**config.mk**
```make
export PLATFORM = sky130hd
export DESIGN_NAME = fft_stage_ctrl
export DESIGN_NICKNAME = d
export VERILOG_FILES = /design/src/rtl/fft_pkg.sv /design/src/rtl/fft_stage_ctrl_cnt.sv /design/src/rtl/fft_stage_ctrl.sv
export SDC_FILE = /design/constraint.sdc
export NUM_CORES = 1
export LEC_CHECK = 0
export ABC_CLOCK_PERIOD_IN_PS = 8500
export CELL_PAD_IN_SITES_DETAIL_PLACEMENT = 1
export CELL_PAD_IN_SITES_GLOBAL_PLACEMENT = 2
export CORE_ASPECT_RATIO = 0.75
export CORE_MARGIN = 2
export CORE_UTILIZATION = 39
export DETAILED_ROUTE_END_ITERATION = 7
export PLACE_DENSITY = 0.85
export SYNTH_ARGS = -nofsm -noshare
export SYNTH_HDL_FRONTEND = slang
export SYNTH_SLANG_ARGS = --single-unit
export TNS_END_PERCENT = 50
```
**constraint.sdc**
```tcl
create_clock -name clk -period 8.5 [get_ports clk]
set_clock_uncertainty 0.15 [all_clocks]
set_input_delay 1.7 -clock clk [delete_from_list [all_inputs] [get_ports clk]]
set_output_delay 1.7 -clock clk [all_outputs]
set_load 0.01 [all_outputs]
```
**src/rtl/fft_pkg.sv**
```systemverilog
// Shared types and constants for the FFT stage sequencer.
package fft_pkg;

  // Largest supported transform order; addresses are this many bits wide.
  localparam int LOG2_MAX = 12;

  typedef enum logic [1:0] {
    IDLE,
    RUN,
    DRAIN,
    DONE
  } ctrl_state_t;

  typedef logic [LOG2_MAX-1:0] addr_t;

endpackage

```
**src/rtl/fft_stage_ctrl_cnt.sv**
```systemverilog
// Wrapping up-counter: counts 0..max_val while ce is high, flags the
// terminal count on over and returns to 0 on the following edge.
module fft_stage_ctrl_cnt #(
  parameter int WIDTH = 12
) (
  input  logic             clk,
  input  logic             nrst,
  input  logic             clr,
  input  logic             ce,
  input  logic [WIDTH-1:0] max_val,
  output logic [WIDTH-1:0] cnt,
  output logic             over
);

  localparam logic [WIDTH-1:0] ONE = WIDTH'(1);

  logic [WIDTH-1:0] cnt_reg;

  assign cnt  = cnt_reg;
  assign over = ce && (cnt_reg == max_val);

  // Count register: cleared by reset or clr, wraps after max_val.
  always_ff @(posedge clk) begin
    if (!nrst || clr) begin
      cnt_reg <= '0;
    end else if (ce) begin
      cnt_reg <= over ? '0 : cnt_reg + ONE;
    end
  end

endmodule

```
**src/rtl/fft_stage_ctrl.sv**
```systemverilog
// In-place radix-2 DIT FFT sequencer: walks all stages, issues one
// butterfly per cycle and delays the addresses to the write-back port.
module fft_stage_ctrl
  import fft_pkg::*;
#(
  parameter int LOG2_MAX = fft_pkg::LOG2_MAX,
  parameter int BF_LAT   = 4
) (
  input  logic                clk,
  input  logic                nrst,
  input  logic                start,
  input  logic [3:0]          n_log2,
  input  logic                hold,
  output logic                busy,
  output logic                done,
  output logic                err,
  output logic                rd_en,
  output logic [LOG2_MAX-1:0] addr_a,
  output logic [LOG2_MAX-1:0] addr_b,
  output logic [LOG2_MAX-2:0] tw_idx,
  output logic [3:0]          stage,
  output logic                wr_en,
  output logic [LOG2_MAX-1:0] wr_addr_a,
  output logic [LOG2_MAX-1:0] wr_addr_b
);

  localparam int AW = LOG2_MAX;
  localparam int TW = LOG2_MAX - 1;
  localparam logic [3:0]    L_MAX      = 4'(LOG2_MAX);
  localparam logic [3:0]    DRAIN_LAST = 4'(BF_LAT - 1);
  localparam logic [AW-1:0] ONE        = AW'(1);

  ctrl_state_t state_reg, state_next;
  logic [3:0]  l_reg, l_next;
  logic [3:0]  s_reg, s_next;
  logic [3:0]  drain_reg, drain_next;

  logic [AW-1:0] b_cnt, max_val;
  logic          over, issue, accept, bad_start;
  logic [AW-1:0] half, pos, grp, addr_a_c, addr_b_c;
  logic [TW-1:0] tw_c;

  // A start is only considered in IDLE and never in the cycle that still
  // shows busy (the done cycle), so start and done cannot coincide.
  assign accept    = start && (state_reg == IDLE) && !busy &&
                     (n_log2 != 4'd0) && (n_log2 <= L_MAX);
  assign bad_start = start && (state_reg == IDLE) && !busy &&
                     ((n_log2 == 4'd0) || (n_log2 > L_MAX));
  assign issue     = (state_reg == RUN) && !hold;
  assign max_val   = (ONE << (l_reg - 4'd1)) - ONE;

  fft_stage_ctrl_cnt #(
    .WIDTH (AW)
  ) u_bf_cnt (
    .clk     (clk),
    .nrst    (nrst),
    .clr     (accept),
    .ce      (issue),
    .max_val (max_val),
    .cnt     (b_cnt),
    .over    (over)
  );

  // Butterfly address and twiddle arithmetic for the current (s, b).
  always_comb begin
    half     = ONE << s_reg;
    pos      = b_cnt & (half - ONE);
    grp      = b_cnt >> s_reg;
    addr_a_c = (grp << (s_reg + 4'd1)) | pos;
    addr_b_c = addr_a_c + half;
    tw_c     = pos[TW-1:0] << (l_reg - 4'd1 - s_reg);
  end

  // Sequencer state register.
  always_ff @(posedge clk) begin
    if (!nrst) begin
      state_reg <= IDLE;
      l_reg     <= '0;
      s_reg     <= '0;
      drain_reg <= '0;
    end else begin
      state_reg <= state_next;
      l_reg     <= l_next;
      s_reg     <= s_next;
      drain_reg <= drain_next;
    end
  end

  // Next-state logic: RUN until the stage's last butterfly issues, then
  // DRAIN for BF_LAT cycles so writes land before the next stage reads.
  always_comb begin
    state_next = state_reg;
    l_next     = l_reg;
    s_next     = s_reg;
    drain_next = drain_reg;
    case (state_reg)
      IDLE: begin
        if (accept) begin
          state_next = RUN;
          l_next     = n_log2;
          s_next     = '0;
        end
      end
      RUN: begin
        if (over) begin
          state_next = DRAIN;
          drain_next = '0;
        end
      end
      DRAIN: begin
        if (drain_reg == DRAIN_LAST) begin
          if (s_reg == l_reg - 4'd1) begin
            state_next = DONE;
          end else begin
            s_next     = s_reg + 4'd1;
            state_next = RUN;
          end
        end else begin
          drain_next = drain_reg + 4'd1;
        end
      end
      DONE:    state_next = IDLE;
      default: state_next = IDLE;
    endcase
  end

  // Registered issue port and status flags.
  always_ff @(posedge clk) begin
    if (!nrst) begin
      rd_en  <= 1'b0;
      addr_a <= '0;
      addr_b <= '0;
      tw_idx <= '0;
      stage  <= '0;
      busy   <= 1'b0;
      done   <= 1'b0;
      err    <= 1'b0;
    end else begin
      rd_en <= issue;
      if (issue) begin
        addr_a <= addr_a_c;
        addr_b <= addr_b_c;
        tw_idx <= tw_c;
        stage  <= s_reg;
      end
      busy <= accept || (state_reg != IDLE);
      done <= (state_reg == DONE);
      err  <= bad_start;
    end
  end

  // Write-back delay line, BF_LAT taps, shifting every cycle.
  logic          pipe_v [BF_LAT];
  logic [AW-1:0] pipe_a [BF_LAT];
  logic [AW-1:0] pipe_b [BF_LAT];

  genvar gi;
  generate
    for (gi = 0; gi < BF_LAT; gi++) begin : g_dly
      if (gi == 0) begin : g_head
        // First tap captures the issue port.
        always_ff @(posedge clk) begin
          if (!nrst) begin
            pipe_v[gi] <= 1'b0;
            pipe_a[gi] <= '0;
            pipe_b[gi] <= '0;
          end else begin
            pipe_v[gi] <= rd_en;
            pipe_a[gi] <= addr_a;
            pipe_b[gi] <= addr_b;
          end
        end
      end else begin : g_tail
        // Later taps shift from the previous tap.
        always_ff @(posedge clk) begin
          if (!nrst) begin
            pipe_v[gi] <= 1'b0;
            pipe_a[gi] <= '0;
            pipe_b[gi] <= '0;
          end else begin
            pipe_v[gi] <= pipe_v[gi-1];
            pipe_a[gi] <= pipe_a[gi-1];
            pipe_b[gi] <= pipe_b[gi-1];
          end
        end
      end
    end
  endgenerate

  assign wr_en     = pipe_v[BF_LAT-1];
  assign wr_addr_a = pipe_a[BF_LAT-1];
  assign wr_addr_b = pipe_b[BF_LAT-1];

endmodule

```
# Word level (Yosys, flattened, before mapping)
# Memories as Yosys holds them, arrays and structs flattened.
# Cells that the tools add are included.
# op_classes
n_eq_ne	11
shift	5
magnitude_cmp	2
n_bitwise	14
muxes	27
reduce_logical	23
addsub	8
# ops
cell	count
$mux W12	9
$shl A1 B4 Y12 const A	2
$sub A12 B1 Y12 const B	2
$mux W4	5
$pmux W4 S2	2
$add A12 B1 Y12 const B	1
$add A12 B12 Y12	1
$and A12 B12 Y12	1
$eq A12 B12 Y1	1
$or A1 B1 Y1	12
$or A12 B12 Y12	1
$shl A12 B4 Y12	1
$shr A12 B4 Y12	1
$shl A11 B4 Y11	1
$add A4 B1 Y4 const B	2
$mux W2	4
$ne A2 B2 Y1 const B	4
$pmux W2 S4	1
$logic_and A1 B1 Y1	7
$mux W1	6
$reduce_and A3 Y1	2
$reduce_bool A2 Y1	3
$eq A2 B2 Y1 const B	2
$eq A4 B2 Y1 const B	1
14 further kinds	18
# totals
register_bits	69
ramBits	100
input_bits	8
out_inout_bits	68
memories	3
elab_cells	106
# memory_table
name	depth	word_bits	read_ports	rd_clocked_by_memory_dff	write_ports	line	rtl
pipe_a	4	12	4	0	4	fft_stage_ctrl.sv:154	logic [AW-1:0] pipe_a [BF_LAT];
pipe_b	4	12	4	0	4	fft_stage_ctrl.sv:155	logic [AW-1:0] pipe_b [BF_LAT];
pipe_v	4	1	4	0	4	fft_stage_ctrl.sv:153	logic pipe_v [BF_LAT];

# Depth between registers and ports, before layout
# logic_depth
word_depth	7
ltp_mapped	19
depth_no_buf	15

# By module
# Synthesis repeated with hierarchy kept, for this count alone.
# hier_totals
hier_cells	932
area_unflattened_um2	8399.3
# modules_own_cells
mod	n_inst	cells_per_inst	seq_area_each_um2	area_each_um2
fft_stage_ctrl	1	852	3143.0	7664.9
fft_stage_ctrl_cnt	1	80	240.2	734.5

# Least setup slack after synthesis
# No wires, ideal clock.
# synth_path
path_kind	register to register
start	register s_reg[1]
end	register addr_b[8]
path_buffers	5
slack_ns	4.530
arrival_ns	3.703
stages_incl_launch_ff	19
setup_ns	0.117
path_cell_list	dfxtp_1 -> buf_6 -> buf_6 -> buf_2 -> inv_1 -> ha_1 -> clkbuf_1 -> clkbuf_1 -> o31a_1 -> a311oi_1 -> a21oi_1 -> mux2i_1 -> o21ai_0 -> ha_1 -> o31ai_1 -> a31oi_1 -> o31a_1 -> or3_1 -> a32o_1
# synth_via
elab_chain_len	5
# synth_rtl
element	line	rtl
start, declared	fft_stage_ctrl.sv:35	logic [3:0] s_reg, s_next;
start signal, assigned	fft_stage_ctrl.sv:84	s_reg <= s_next;
$shl A1 B4 Y12	fft_stage_ctrl.sv:66	half = ONE << s_reg;
$sub A12 B1 Y12	fft_stage_ctrl.sv:67	pos = b_cnt & (half - ONE);
$and A12 B12 Y12	fft_stage_ctrl.sv:67	
$or A12 B12 Y12 *	fft_stage_ctrl.sv:69	addr_a_c = (grp << (s_reg + 4'd1)) | pos;
net addr_a_c[5]	fft_stage_ctrl.sv:40	logic [AW-1:0] half, pos, grp, addr_a_c, addr_b_c;
$add A12 B12 Y12 *	fft_stage_ctrl.sv:70	addr_b_c = addr_a_c + half;
end signal, assigned	fft_stage_ctrl.sv:142	addr_b <= addr_b_c;
end, declared	fft_stage_ctrl.sv:19	output logic [LOG2_MAX-1:0] addr_b,
# The timed path passes the listed nets; every way through them passes the cells marked *.
# A chain may end at the register's enable or synchronous reset.

# Final worst setup path
# layout_path
start	register s_reg[1]
end	register addr_b[11]
# Same word-level chain as after synthesis.

==> flow_metrics.py <==
metrics = {
    "layout": {
        "fill_cells": 2571,
        "final_area_mm2": 0.00994,
        "syn2layout_area_growth_pct": 15.2,
        "drive_above_1_share_pct": 7.49,
        "post-route-util_pct": 45.5,
        "diodes": 0,
        "reg.largest.list": "pipe_a (48), pipe_b (48)",
        "finalNetCount": 1038,
    },
    "synth": {
        "syn-num-nets": 1023,
        "ys.flop_type": "dfxtp_1",
        "synthCells": 987,
        "synth-edff-count": 0,
        "synth_seq_cells": 169,
        "synthDistinctLibCells": 89,
        "synth_seq_area_share_pct": 39.2,
        "yosys.area.top_type": "dfxtp_1",
        "synth_area_per_cell_um2": 8.75,
        "yosysWarnings": 0,
        "synth_top_area_share_pct": 39.2,
        "syn-cell-area_mm2": 0.00863,
        "async_reset_ff_share_pct": 0,
        "synth_area_leaders": "dfxtp_1, and2_1, nand2_1",
    },
    "drt": {
        "finalWirelength_um": 24400,
        "drtIter0Drc": 527,
        "drtAntennaViolNets": 0,
        "top_layer": "met4",
        "vias": 7203,
        "route.met3.wl_um": 1060,
        "drt_first_pass_iters": 8,
        "wl_met1_um": 12700,
        "post-route-drc-count": 0,
        "wl_per_cell_um": 18.6,
        "drt-vias-per-instance": 5.50,
        "wl_met2_um": 10400,
    },
    "clocking": {
        "cts_inserted_buffers": 17,
        "hold_buffers": 0,
        "cts_resized": 0,
        "cts_buffer_depth": 2,
        "tritoncts": "built",
        "clk-insertion-delay-late_ps": 440,
        "cts.sinks": 169,
        "postCtsSetupBuffers": 0,
        "cts_root_buf": "clkbuf_16",
        "htree_num_levels": 4,
        "clkTransAtPathRegs_ps": 80,
    },
    "place": {
        "port_buffers": 75,
        "place_hpwl_um": 17200,
        "postPlaceCellArea_mm2": 0.00934,
        "gp_congestion": 0.912,
        "place_ws_ps": 3160,
    },
    "worst_setup_path": {
        "path_buf_inv": 3,
        "reg2reg_depth": 13,
        "r2r_slack_ps": 3000,
        "cp.depth": 13,
        "endpoint": "addr_b[11]",
        "cp_max_fo": 26,
        "crit_family": "compound AO/OA/AOI/OAI gates",
        "endpoint_kind": "flip-flop",
        "crit_arrival_ps": 5700,
        "worstSetupPathType": "reg2reg",
        "cp_cell_sequence": "inv_1, ha_1, clkinv_1, and3_1, a21oi_1, inv_1, ha_1, a21o_1, a221oi_2, nor3b_2, o311ai_2, a2111oi_0, a211oi_1",
        "cp.required_ps": 8700,
        "setup.worst_path.start": "s_reg[1]",
        "crit_path_start_kind": "flip-flop",
        "critPathSlowestCell": "dfxtp_1",
        "cp_slowest_stage_delay_ps": 1070,
        "r2r-end": "addr_b[11]",
        "reg2reg_from": "s_reg[1]",
    },
    "pwr": {
        "irDropWorstVdd_mv": 0.123,
        "p_leak_nw": 3.80,
        "power_density_mw_per_mm2": 178,
        "power_mw": 1.77,
    },
    "sta": {
        "worstMarginPinSlew_ps": 1120,
        "finalSetupTns_ps": 0,
        "setup_viol": 0,
        "max_slew_margin_pct": 25.1,
        "grt_setup_unrepaired": "false",
        "hold_violations": 0,
        "drv_slew": 0,
        "fmax_ghz": 0.182,
        "fin_crit_sh_pct": 64.7,
        "min_period_ps": 5500,
        "setup_slack_ps": 3000,
    },
    "global_routing": {
        "grt_pass1_vias": 7128,
        "grt_max_degree": 116,
        "grt_antenna_before_repair": 0,
        "grt_pass1_wl_um": 39600,
        "track_usage_pct": 21.4,
        "gr-total-overflow": 0,
    },
    "die": {
        "die_x_um": 176,
        "floorplan.initialDensity_pct": 39.5,
        "ios": 76,
        "core-area_mm2": 0.0219,
        "std_cell_rows": 47,
        "die-height_um": 133,
        "die-area_mm2": 0.0234,
    },
    "flow_run": {
        "maxCapViolations": 0,
    },
    "worst_hold_path": {
        "whs_path_depth": 1,
        "holdCritPathClass": "reg2reg",
    },
    "outcome": {
        "status": "complete, no violations",
    },
}
-- per-stage QoR --
stage,hold slack [ps],instances
floorplan,256,987
global placement,263,1277
detailed placement,270,1277
CTS,281,1309
global route,293,1309
finish,282,1309
-- cell type report --
type	instances	area, µm²	share of cell area (%)
Clock buffer	17	425	4.28
Multi-Input combinational cell	704	4680	47.1
Sequential cell	169	3380	34.0
Inverter	26	97.6	0.982
Tap cell	294	368	3.70
Clock inverter	15	176	1.77
Timing Repair Buffer	84	813	8.18
-- kinds of logic after synthesis --
family,synth area share [%]
multiplexers,5.01
flip-flops,39.2
XOR/XNOR,3.84
AND/OR/NAND/NOR,25.0
buffers and inverters,6.61
adder cells (fa/ha/maj),4.23
AO/OA/AOI/OAI,16.2
-- where the power goes --
group | total (mW) | leakage [nW] | switching, mW | internal (mW)
Combinational | 0.161 | 2.14 | 0.0991 | 0.0617
Clock | 0.789 | 0.292 | 0.390 | 0.399
Sequential | 0.817 | 1.37 | 0.0117 | 0.806
Total | 1.77 | 3.80 | 0.501 | 1.27
-- layer usage --
metal,global-route usage [%],vias up
met2,31.3,182
met3,3.68,22
li1,-,3460
met4,4.82,0
met1,32.6,3539
met5,0,-
-- layout by cell type (no fill, tap or decap), types with 4 or more instances in the layout --
cell type        instances
or4_1                    4
inv_1                   19
inv_2                    4
a31oi_1                 10
o211ai_1                 9
dfxtp_1                169
and3_1                   9
ha_1                    26
clkbuf_16               17
clkdlybuf4s50_1         74
nor2b_1                  8
o21ai_0                 32
mux2i_1                 28
a2bb2oi_1                4
nand2b_1                 6
nor4_1                   4
or3b_1                   4
nor2_1                  75
and2_1                 110
a22oi_1                  7
buf_4                    9
a21o_1                   9
clkinv_8                 4
o22ai_1                  8
or3_1                    9
o31ai_1                  6
nand4_1                 10
a311oi_1                 6
nand3_1                 27
xor2_1                  19
xnor2_1                 17
inv_8                    5
nand2_1                 88
nor3_1                  28
a21oi_1                 41
mux4_2                   4
a211oi_1                10
-- cells in the mapped netlist, drive strengths merged (4+ instances only) --
cell type  number
mux4            4
or4             4
a211oi         10
nand3b          4
a21o            9
nor2           75
xor2           19
dfxtp         169
or3b            5
clkbuf         42
mux2i          29
buf            46
nor2b           8
a311oi          6
nand2b          6
ha             26
a31oi          10
or2             5
xnor2          18
o21ai          33
inv            23
nand2          88
a22oi           7
a21oi          42
nor3           29
o211ai         10
o22ai          10
or3             9
nand4          10
nand3          27
nor4            7
o31ai           7
mux2            4
and3            9
and2          110
a2bb2oi         4
-- worst min path at each step --
stage	start	endpoint	slack, ps
2_1_floorplan	pipe_v[1][0]	pipe_v[1][1]	260
3_3_place_gp	pipe_b[0][3]	pipe_b[0][15]	260
3_5_place_dp	pipe_b[0][6]	pipe_b[0][18]	270
4_1_cts	pipe_b[0][6]	pipe_b[0][18]	280
5_1_grt	pipe_b[1][7]	pipe_b[1][19]	290
6_report	pipe_b[1][11]	pipe_b[1][23]	280
(Power assumes the default switching activity.)
